**src/rtl/stopwatch_ctrl_if.sv**
```systemverilog
// Signal bundle between the stopwatch control FSM and its surroundings:
// the four buttons and the BCD counter on one side, counter strobes and display value on the other.
interface stopwatch_ctrl_if;
  logic        btn_start;
  logic        btn_stop;
  logic        btn_lap;
  logic        btn_clear;
  logic [15:0] cnt_bcd;
  logic        cnt_inc;
  logic        cnt_clr;
  logic [15:0] disp_bcd;
  logic        running;
  logic        frozen;
  logic [1:0]  state;

  modport master (
    output btn_start, btn_stop, btn_lap, btn_clear, cnt_bcd,
    input  cnt_inc, cnt_clr, disp_bcd, running, frozen, state
  );

  modport slave (
    input  btn_start, btn_stop, btn_lap, btn_clear, cnt_bcd,
    output cnt_inc, cnt_clr, disp_bcd, running, frozen, state
  );
endinterface

```
**src/rtl/stopwatch_ctrl.sv**
```systemverilog
// Stopwatch control FSM: synchronises the buttons, sequences the BCD counter
// (0.1 s increment strobe, clear strobe) and freezes the displayed value for laps.
module stopwatch_ctrl #(
  parameter int unsigned TICK_DIV = 5000000,
  parameter int unsigned PRESC_W  = 23,
  parameter logic [15:0] MAX_BCD  = 16'h9599
) (
  input  logic             clk,
  input  logic             rst_n,
  stopwatch_ctrl_if.slave  bus
);

  // state | meaning
  // IDLE  | cleared or never started, counter held
  // RUN   | counting, display live
  // STOP  | paused, prescaler phase kept for resume
  // LAP   | counting, display frozen at lap_q
  typedef enum logic [1:0] {
    IDLE = 2'b00,
    RUN  = 2'b01,
    STOP = 2'b10,
    LAP  = 2'b11
  } state_t;

  // Button vectors ordered {clear, stop, start, lap}
  logic [3:0] btn_s1_q, btn_s2_q, btn_s3_q;
  logic [3:0] ev;
  logic       ev_clear, ev_stop, ev_start, ev_lap;

  state_t              state_q;
  logic [PRESC_W-1:0]  presc_q;
  logic [15:0]         lap_q;
  logic                cnt_inc_q;
  logic                cnt_clr_q;

  logic                live;
  logic                tick_due;
  logic                at_max;

  always_ff @(posedge clk or negedge rst_n) begin
    if (!rst_n) begin
      btn_s1_q <= '0;
      btn_s2_q <= '0;
      btn_s3_q <= '0;
    end else begin
      btn_s1_q <= {bus.btn_clear, bus.btn_stop, bus.btn_start, bus.btn_lap};
      btn_s2_q <= btn_s1_q;
      btn_s3_q <= btn_s2_q;
    end
  end

  assign ev = btn_s2_q & ~btn_s3_q;

  // Only the highest-priority event of a cycle survives
  assign ev_clear = ev[3];
  assign ev_stop  = ev[2] & ~ev[3];
  assign ev_start = ev[1] & ~(|ev[3:2]);
  assign ev_lap   = ev[0] & ~(|ev[3:1]);

  assign live     = (state_q == RUN) || (state_q == LAP);
  assign tick_due = live && (presc_q == PRESC_W'(TICK_DIV - 1));
  assign at_max   = (bus.cnt_bcd == MAX_BCD);

  always_ff @(posedge clk or negedge rst_n) begin
    if (!rst_n) begin
      state_q   <= IDLE;
      presc_q   <= '0;
      lap_q     <= '0;
      cnt_inc_q <= 1'b0;
      cnt_clr_q <= 1'b0;
    end else begin
      cnt_inc_q <= 1'b0;
      cnt_clr_q <= 1'b0;

      // A stop freezes the prescaler phase unless the tick is already due
      if (live) begin
        if (tick_due) begin
          presc_q <= '0;
          if (!at_max) cnt_inc_q <= 1'b1;
        end else if (!ev_stop) begin
          presc_q <= presc_q + PRESC_W'(1);
        end
      end

      unique case (state_q)
        IDLE: begin
          if (ev_clear) begin
            cnt_clr_q <= 1'b1;
          end else if (ev_start) begin
            state_q <= RUN;
            presc_q <= '0;
          end
        end
        RUN: begin
          if (ev_stop) begin
            state_q <= STOP;
          end else if (ev_lap) begin
            state_q <= LAP;
            lap_q   <= bus.cnt_bcd;
          end
        end
        LAP: begin
          if (ev_stop)     state_q <= STOP;
          else if (ev_lap) state_q <= RUN;
        end
        STOP: begin
          if (ev_clear) begin
            state_q   <= IDLE;
            cnt_clr_q <= 1'b1;
            presc_q   <= '0;
          end else if (ev_start && !at_max) begin
            state_q <= RUN;
          end
        end
      endcase

      if (tick_due && at_max) state_q <= STOP;
    end
  end

  assign bus.cnt_inc  = cnt_inc_q;
  assign bus.cnt_clr  = cnt_clr_q;
  assign bus.state    = state_q;
  assign bus.running  = live;
  assign bus.frozen   = (state_q == LAP);
  assign bus.disp_bcd = (state_q == LAP) ? lap_q : bus.cnt_bcd;

endmodule

```
**src/flat_wrapper.sv**
```systemverilog
// flat-port wrapper written by rule: the top's interface ports become plain ports
module stopwatch_ctrl_flat 
#(
  parameter int unsigned TICK_DIV = 5000000,
  parameter int unsigned PRESC_W  = 23,
  parameter logic [15:0] MAX_BCD  = 16'h9599
)
  (clk, rst_n, bus_btn_start, bus_btn_stop, bus_btn_lap, bus_btn_clear, bus_cnt_bcd, bus_cnt_inc, bus_cnt_clr, bus_disp_bcd, bus_running, bus_frozen, bus_state);
  stopwatch_ctrl_if bus_i ();
  input  logic clk;
  input  logic rst_n;
  input wire logic [$bits(bus_i.btn_start)-1:0] bus_btn_start;
  input wire logic [$bits(bus_i.btn_stop)-1:0] bus_btn_stop;
  input wire logic [$bits(bus_i.btn_lap)-1:0] bus_btn_lap;
  input wire logic [$bits(bus_i.btn_clear)-1:0] bus_btn_clear;
  input wire logic [$bits(bus_i.cnt_bcd)-1:0] bus_cnt_bcd;
  output wire logic [$bits(bus_i.cnt_inc)-1:0] bus_cnt_inc;
  output wire logic [$bits(bus_i.cnt_clr)-1:0] bus_cnt_clr;
  output wire logic [$bits(bus_i.disp_bcd)-1:0] bus_disp_bcd;
  output wire logic [$bits(bus_i.running)-1:0] bus_running;
  output wire logic [$bits(bus_i.frozen)-1:0] bus_frozen;
  output wire logic [$bits(bus_i.state)-1:0] bus_state;
  assign bus_i.btn_start = bus_btn_start;
  assign bus_i.btn_stop = bus_btn_stop;
  assign bus_i.btn_lap = bus_btn_lap;
  assign bus_i.btn_clear = bus_btn_clear;
  assign bus_i.cnt_bcd = bus_cnt_bcd;
  assign bus_cnt_inc = bus_i.cnt_inc;
  assign bus_cnt_clr = bus_i.cnt_clr;
  assign bus_disp_bcd = bus_i.disp_bcd;
  assign bus_running = bus_i.running;
  assign bus_frozen = bus_i.frozen;
  assign bus_state = bus_i.state;
  stopwatch_ctrl #(.TICK_DIV(TICK_DIV), .PRESC_W(PRESC_W), .MAX_BCD(MAX_BCD)) u_core (.clk(clk), .rst_n(rst_n), .bus(bus_i));
endmodule
```
**config.mk**
```make
export PLATFORM = sky130hd
export DESIGN_NAME = stopwatch_ctrl_flat
export DESIGN_NICKNAME = d
export VERILOG_FILES = /design/src/rtl/stopwatch_ctrl_if.sv /design/src/rtl/stopwatch_ctrl.sv /design/src/flat_wrapper.sv
export SDC_FILE = /design/constraint.sdc
export NUM_CORES = 1
export LEC_CHECK = 0
export BUFFER_PORTS_ARGS = -buffer_cell sky130_fd_sc_hd__buf_4
export CAP_MARGIN = 15
export CORE_MARGIN = 2
export CORE_UTILIZATION = 61
export CTS_BUF_LIST = sky130_fd_sc_hd__clkbuf_8 sky130_fd_sc_hd__clkbuf_16
export DETAILED_ROUTE_END_ITERATION = 8
export GPL_TIMING_DRIVEN = 0
export PLACE_DENSITY_LB_ADDON = 0.3
export SYNTH_ARGS = -nofsm -noshare
export SYNTH_HDL_FRONTEND = slang
export SYNTH_SLANG_ARGS = --single-unit
```
**constraint.sdc**
```tcl
create_clock -name clk -period 3.1 [get_ports clk]
set_input_delay 0.155 -clock clk [delete_from_list [all_inputs] [get_ports clk]]
set_output_delay 0.155 -clock clk [all_outputs]
set_load 0.005 [all_outputs]
```
* Word level (Yosys, flattened, before mapping)
Index checks and enable logic that the tools add are counted.
Word-level totals: logic and storage cells 62, output and inout port bits 22, bits of input ports 22, bits in registers 55
Operators by class: eq/ne operators 10, mux-type cells 23, reductions and logical operators 11, bitwise logic cells 9, add/subtract/negate cells 1
Operators by type and width (number):
- $mux W23 | 6
- $pmux W23 S2 | 1
- $add A23 B1 Y23 const B | 1
- $eq A23 B23 Y1 const B | 1
- $mux W2 | 9
- $eq A16 B16 Y1 const B | 1
- $mux W16 | 1
- $ne A4 B1 Y1 const B | 2
- $pmux W2 S4 | 1
- $mux W1 | 5
- $reduce_and A5 Y1 | 1
- $and A4 B4 Y4 | 1
- $eq A2 B2 Y1 const B | 2
- $ne A4 B2 Y1 const B | 1
- $not A1 Y1 | 4
- $not A4 Y4 | 1
- $reduce_or A2 Y1 | 2
- $and A1 B1 Y1 | 3
- $logic_and A1 B1 Y1 | 3
- $ne A3 B1 Y1 const B | 1
- $ne A3 B3 Y1 const B | 1
- $reduce_and A3 Y1 | 1
- $reduce_or A3 Y1 | 1
- $eq A2 B1 Y1 const B | 1
- 3 further kinds | 3

* Longest topological paths before layout
depth in word-level cells 10, gate-level depth with buffers 6, gate-level depth less buffers 5

* Least setup slack after synthesis
OpenSTA, ideal clock, no wires.
kind register -> register, from register u_core.btn_s2_q[2], to register u_core.lap_q[10], data arrival time 1866 ps, setup slack 1109 ps, stages on the path, launching flop included 7, period minus slack after synthesis 1991 ps, cell sequence dfrtp_1 -> nor2b_4 -> or4_1 -> or3_1 -> buf_6 -> buf_12 -> mux2_4
Between the ends: cells in the longest elaborated chain, start to end 5, elaborated cells between the ends (all ways) 7, those cells by class bitwise (5); reduce/logical (2)
Ends and longest elaborated chain:
- from (decl) | line stopwatch_ctrl.sv:26 | logic [3:0] btn_s1_q, btn_s2_q, btn_s3_q;
- from (signal assigned) | line stopwatch_ctrl.sv:47 | btn_s2_q <= btn_s1_q;
- $and A4 B4 Y4 * | line stopwatch_ctrl.sv:52 | assign ev = btn_s2_q & ~btn_s3_q;
- $reduce_or A3 Y1 | line stopwatch_ctrl.sv:58 | assign ev_lap = ev[0] & ~(|ev[3:1]);
- $not A1 Y1 | line stopwatch_ctrl.sv:58
- $and A1 B1 Y1 | line stopwatch_ctrl.sv:58
- $reduce_and A3 Y1 (no source line) *
- to (signal assigned) | line stopwatch_ctrl.sv:99 | lap_q <= bus.cnt_bcd;
- to (decl) | line stopwatch_ctrl.sv:32 | logic [15:0] lap_q;
Mark *: on every way between the ends. The rest lies on a longest branch, timed or not. A chain may end at the register's enable or synchronous reset.

* Worst setup path in the final report
from register u_core.state_q[0], in the netlist u_core.bus.state[0], to output port bus_disp_bcd[10]
Between the ends: cells in the longest elaborated chain, start to end 2
Ends and longest elaborated chain:
- from (decl) | line stopwatch_ctrl.sv:30 | state_t state_q;
- from (signal assigned) | line stopwatch_ctrl.sv:66 | state_q <= IDLE;
- from (signal assigned) | line stopwatch_ctrl.sv:90 | state_q <= RUN;
- from (signal assigned) | line stopwatch_ctrl.sv:96 | state_q <= STOP;
- $eq A2 B2 Y1 | line stopwatch_ctrl.sv:126 | assign bus.disp_bcd = (state_q == LAP) ? lap_q : bus.cnt_bcd;
- $mux W16 | line stopwatch_ctrl.sv:126
- to (decl) | line flat_wrapper.sv:19 | output wire logic [$bits(bus_i.disp_bcd)-1:0] bus_disp_bcd;
Every way passes these cells.

==> summary by stage <==
Flow run
Max-cap violations in this run came to 0.

Power and ir drop
The sum of internal, switching and leakage power is 1.94 mW. The share of total power dissipated in sequential elements is 49.2%. The net switching share of the total power is 26.8%. The internal portion of the total power is 1.42 mW. Of the total power, the clock network draws 25.8%. The peak ir drop on the vdd network is 0.388 mV.

The total power per unit cell area is 581 nW/um^2. Combinational logic is responsible for 25.0% of the overall power. In this run the power spent charging and discharging nets is 0.521 mW.

For this design the static power due to leakage is 1.48 nW.

Cells and area
The number of antenna diodes in the final layout is 0. The ratio of cells with drive above 1 in the final layout is 31.6%. The final design instance area without fill is 3350 sq um. The growth of design area from synthesis to finish is 20.1%. The fill cell total of the finished layout is 286. In the final layout, the multi-input gates occupy 1300 sq um. Registers take 1380 sq um.

The net count of the finished layout is 316. The utilization after layout is 76.3%.

Timing
The portion of the clock cycle consumed by the worst path in the final layout is 77.1%. Setup violations remaining at the end of the flow were counted as 0. The achievable frequency is 0.418 GHz.

The final count of hold timing violations is 0. Clock skew on the completed layout was measured at 0.00539 ns. Setup total negative slack on the finished layout was measured at 0 ns.

Setup repair after global routing left no endpoint under its margin. The shortest clock period the worst path allows after layout is 2.39 ns. The measured slew at the worst slew-check pin is 0.669 ns.

The count of pins over their slew limit is 0. The relative max-transition margin is 55.4%.

Placement
Port buffering added 43 buffers. The last weighted congestion value of the routability-driven placer is 0.806. Detailed placement finished with a half-perimeter wire length of 4.01 mm. After detailed placement, the total cell area comes to 3180 sq um.

Yosys
The number of nets in the synthesized netlist is 261. Sequential elements use 49.4% of the synthesized area. By area the synthesized netlist is led by sky130_fd_sc_hd__dfrtp_1 49%, sky130_fd_sc_hd__mux2_2 8.9%, sky130_fd_sc_hd__mux2_4 5.4%. The number of different library cells in the post-synthesis netlist is 41.

The synthesized netlist cell count is 238. The netlist area before placement is 2790 sq um. The post-synthesis cell type with the largest combined area is sky130_fd_sc_hd__dfrtp_1. The fraction of post-synthesis cell area in the top cell type by area is 49.4%.

The mean instance size in the synthesized netlist is 11.7 sq um. The number of synthesized flops with an enable pin is 0. Among all flip-flop cells after synthesis, the most frequent one is sky130_fd_sc_hd__dfrtp_1. The flip-flop and latch count after synthesis is 55. After synthesis, the share of flip-flops with an asynchronous set or reset is 100%.

During synthesis, Yosys emitted a total of 0 warnings.

Route
The routed wirelength normalized by instance count is 17.6 um. The number of nets still failing antenna checks after routing is 0. After detailed routing, the total wire length is 6.10 mm.

The via total after detailed routing is 2,103. The via count normalized by instance count is 6.08. The first detailed-routing pass ran for 4 iterations.

In this run, the number of DRC markers left after iteration 0 of detailed routing was 100. After detailed routing, the number of remaining DRC violations is 0.

Setup path
The data arrival time of the critical path is 2.24 ns. In this design, the stage delay of the slowest critical-path cell is 0.45 ns. Broken down by cell family, the worst path's largest delay share belongs to buffers and inverters. The depth of the worst register-to-register path is 6. The slowest stage of the critical path belongs to the cell sky130_fd_sc_hd__clkbuf_1. The combined buffer and inverter count along the critical path is 3. By startpoint and endpoint, the worst setup path is classified as register to output pin. The critical path runs through a total of 5 cells. Along the worst path, the maximum fanout reaches 10. Walking the worst path, the cells encountered are buf_2 > nand2_1 > clkbuf_1 > mux2_2 > buf_4.

The required time reported for the critical path endpoint is 2.94 ns. The critical path launch point type is a register. The worst setup path is captured at an output pin.

Floorplan
The initial utilization of the core area, before any placement, comes to 63.6%. After floorplanning, the core was divided into 24 placement rows. The die is 71.6 um tall.

The count of boundary I/O pins is 44. The die outline area is 5130 sq um. From left edge to right edge, the die measures 71.6 um. In this run the standard cell core region covers 4380 sq um.

Global routing
The first global-routing pass estimated 9.99 mm of wire. The pin count of the biggest net entering global routing is 56. The initial antenna violation count is 0. The final global-route overflow total is 0. The global-route usage over all layers is 25.4%. The number of global-route vias before repair was 2,052.

CTS
The worst-case clock buffer depth is 2. In this run, CTS created clock tree buffers numbering 5. After clock tree synthesis, the clock-pin slew on the worst setup and hold paths is 0.10 ns.

The buffers inserted during post-CTS setup optimization is 0. The clock net in this run drives a total of 55 sinks. For the worst-skew pair, the clock arrives at the later sink with an insertion delay of 0.30 ns. The clock tree synthesis step divided the H-tree into 2 levels. The clock tree from TritonCTS is done. In this run the clock root is driven by a sky130_fd_sc_hd__clkbuf_8.

Outcome
The flow ran to the end, and the final reports show no timing, DRC or antenna violations.

Hold path
In this run the worst hold path is classified as input pin to register. The worst hold path stage count is 2.
[what timing repair did]
action / 4_1_cts / 5_1_grt
hold endpoints to repair: 59 / 0
gates resized for setup: 0 / 0
hold buffers: 5 / 0
[power groups by stage]
stage,Combinational [mW],Clock (mW),Sequential (mW)
5_1_grt,0.529,0.539,0.974
4_1_cts,0.491,0.506,0.953
2_1_floorplan,0.320,0,0.941
3_3_place_gp,0.462,0,0.955
6_report,0.487,0.502,0.956
3_5_place_dp,0.476,0,0.965
[path summary, 6_finish.rpt]
check | slack [ns] | from | endpoint
max in group asynchronous | 2.24 | rst_n | u_core.presc_q[19]$_DFF_PN0_
min | 0.09 | bus_cnt_bcd[1] | u_core.lap_q[1]$_DFFE_PN0P_
max | 0.71 | u_core.bus.state[0]$_DFFE_PN0P_ | bus_disp_bcd[10]
min in group asynchronous | 0.41 | rst_n | u_core.presc_q[16]$_DFF_PN0_
min reg2reg | 0.36 | u_core.btn_s1_q[2]$_DFF_PN0_ | u_core.btn_s2_q[2]$_DFF_PN0_
max reg2reg | 0.97 | u_core.btn_s2_q[2]$_DFF_PN0_ | u_core.lap_q[5]$_DFFE_PN0P_
[cells by family after synthesis]
logic type,after synthesis,share of synthesized area (%)
flip-flops,55,49.4
AND/OR/NAND/NOR,75,17.3
buffers and inverters,20,4.04
AO/OA/AOI/OAI,45,11.4
XOR/XNOR,9,2.83
adder cells (fa/ha/maj),1,0.449
multiplexers,33,14.6
[state kept, by name, indices dropped and copies added, names as in the netlist]
| register | flops |
|---|---|
| u_core.presc_q | 23 |
| u_core.btn_s1_q | 4 |
| u_core.bus.state | 2 |
| u_core.btn_s3_q | 4 |
| u_core.bus.cnt_clr | 1 |
| u_core.lap_q | 16 |
| u_core.btn_s2_q | 4 |
| u_core.bus.cnt_inc | 1 |
[area by class of cell]
| class | instances | area share, % |
|---|---|---|
| plain buffers | 15 | 2.80 |
| multi-input cells | 163 | 38.8 |
| clock buffers | 6 | 2.47 |
| flip-flops and latches | 55 | 41.1 |
| inverters | 5 | 0.561 |
| clock inverters | 2 | 1.16 |
| well taps | 52 | 1.94 |
| repair buffers | 48 | 11.1 |
[placed cells by master, fill, tap and decap left out, types with 3 or more instances in the layout]
| cell type | netlist | final |
|---|---|---|
| sky130_fd_sc_hd__clkbuf_1 | 9 | 9 |
| sky130_fd_sc_hd__buf_4 | 0 | 43 |
| sky130_fd_sc_hd__o31ai_1 | 5 | 5 |
| sky130_fd_sc_hd__xor2_1 | 6 | 6 |
| sky130_fd_sc_hd__nor2_1 | 3 | 3 |
| sky130_fd_sc_hd__nor4bb_1 | 5 | 5 |
| sky130_fd_sc_hd__nor3_1 | 11 | 11 |
| sky130_fd_sc_hd__and4_1 | 6 | 6 |
| sky130_fd_sc_hd__and3_1 | 5 | 5 |
| sky130_fd_sc_hd__mux2_2 | 22 | 22 |
| sky130_fd_sc_hd__nand2_1 | 10 | 10 |
| sky130_fd_sc_hd__a21oi_1 | 3 | 3 |
| sky130_fd_sc_hd__or3_1 | 10 | 10 |
| sky130_fd_sc_hd__nand4_1 | 5 | 5 |
| sky130_fd_sc_hd__a211oi_1 | 14 | 14 |
| sky130_fd_sc_hd__xnor2_1 | 3 | 3 |
| sky130_fd_sc_hd__nand3_1 | 5 | 5 |
| sky130_fd_sc_hd__o2111ai_1 | 3 | 3 |
| sky130_fd_sc_hd__clkbuf_8 | 1 | 7 |
| sky130_fd_sc_hd__dlygate4sd3_1 | 0 | 5 |
| sky130_fd_sc_hd__dfrtp_1 | 55 | 55 |
| sky130_fd_sc_hd__buf_2 | 3 | 3 |
| sky130_fd_sc_hd__or4_1 | 5 | 5 |
| sky130_fd_sc_hd__o211ai_1 | 4 | 4 |
| sky130_fd_sc_hd__mux2_4 | 10 | 10 |
| sky130_fd_sc_hd__inv_1 | 5 | 5 |
| sky130_fd_sc_hd__o21ai_0 | 10 | 10 |
| sky130_fd_sc_hd__nand2b_1 | 3 | 3 |
[cells in the mapped netlist (6+ instances only)]
| library cell | instances |
|---|---|
| sky130_fd_sc_hd__or3_1 | 10 |
| sky130_fd_sc_hd__dfrtp_1 | 55 |
| sky130_fd_sc_hd__mux2_4 | 10 |
| sky130_fd_sc_hd__nor3_1 | 11 |
| sky130_fd_sc_hd__o21ai_0 | 10 |
| sky130_fd_sc_hd__and4_1 | 6 |
| sky130_fd_sc_hd__clkbuf_1 | 9 |
| sky130_fd_sc_hd__a211oi_1 | 14 |
| sky130_fd_sc_hd__mux2_2 | 22 |
| sky130_fd_sc_hd__xor2_1 | 6 |
| sky130_fd_sc_hd__nand2_1 | 10 |
[routing by layer]
layer,share of wire (%),GRT usage (%)
met2,49,41.6
met1,45,34.7
met4,1.4,7.13
met5,0,0
met3,4.8,5.34
[per-stage QoR]
stage	hold WS [ns]	cells	worst slack, ns
global route	0.0791	346	0.574
detailed placement	0.239	333	0.978
CTS	0.0888	346	0.699
finish	0.0934	346	0.709
floorplan	-0.141	238	1.11
global placement	0.241	333	1.04
Note: power is estimated with default switching activity, not from simulation.
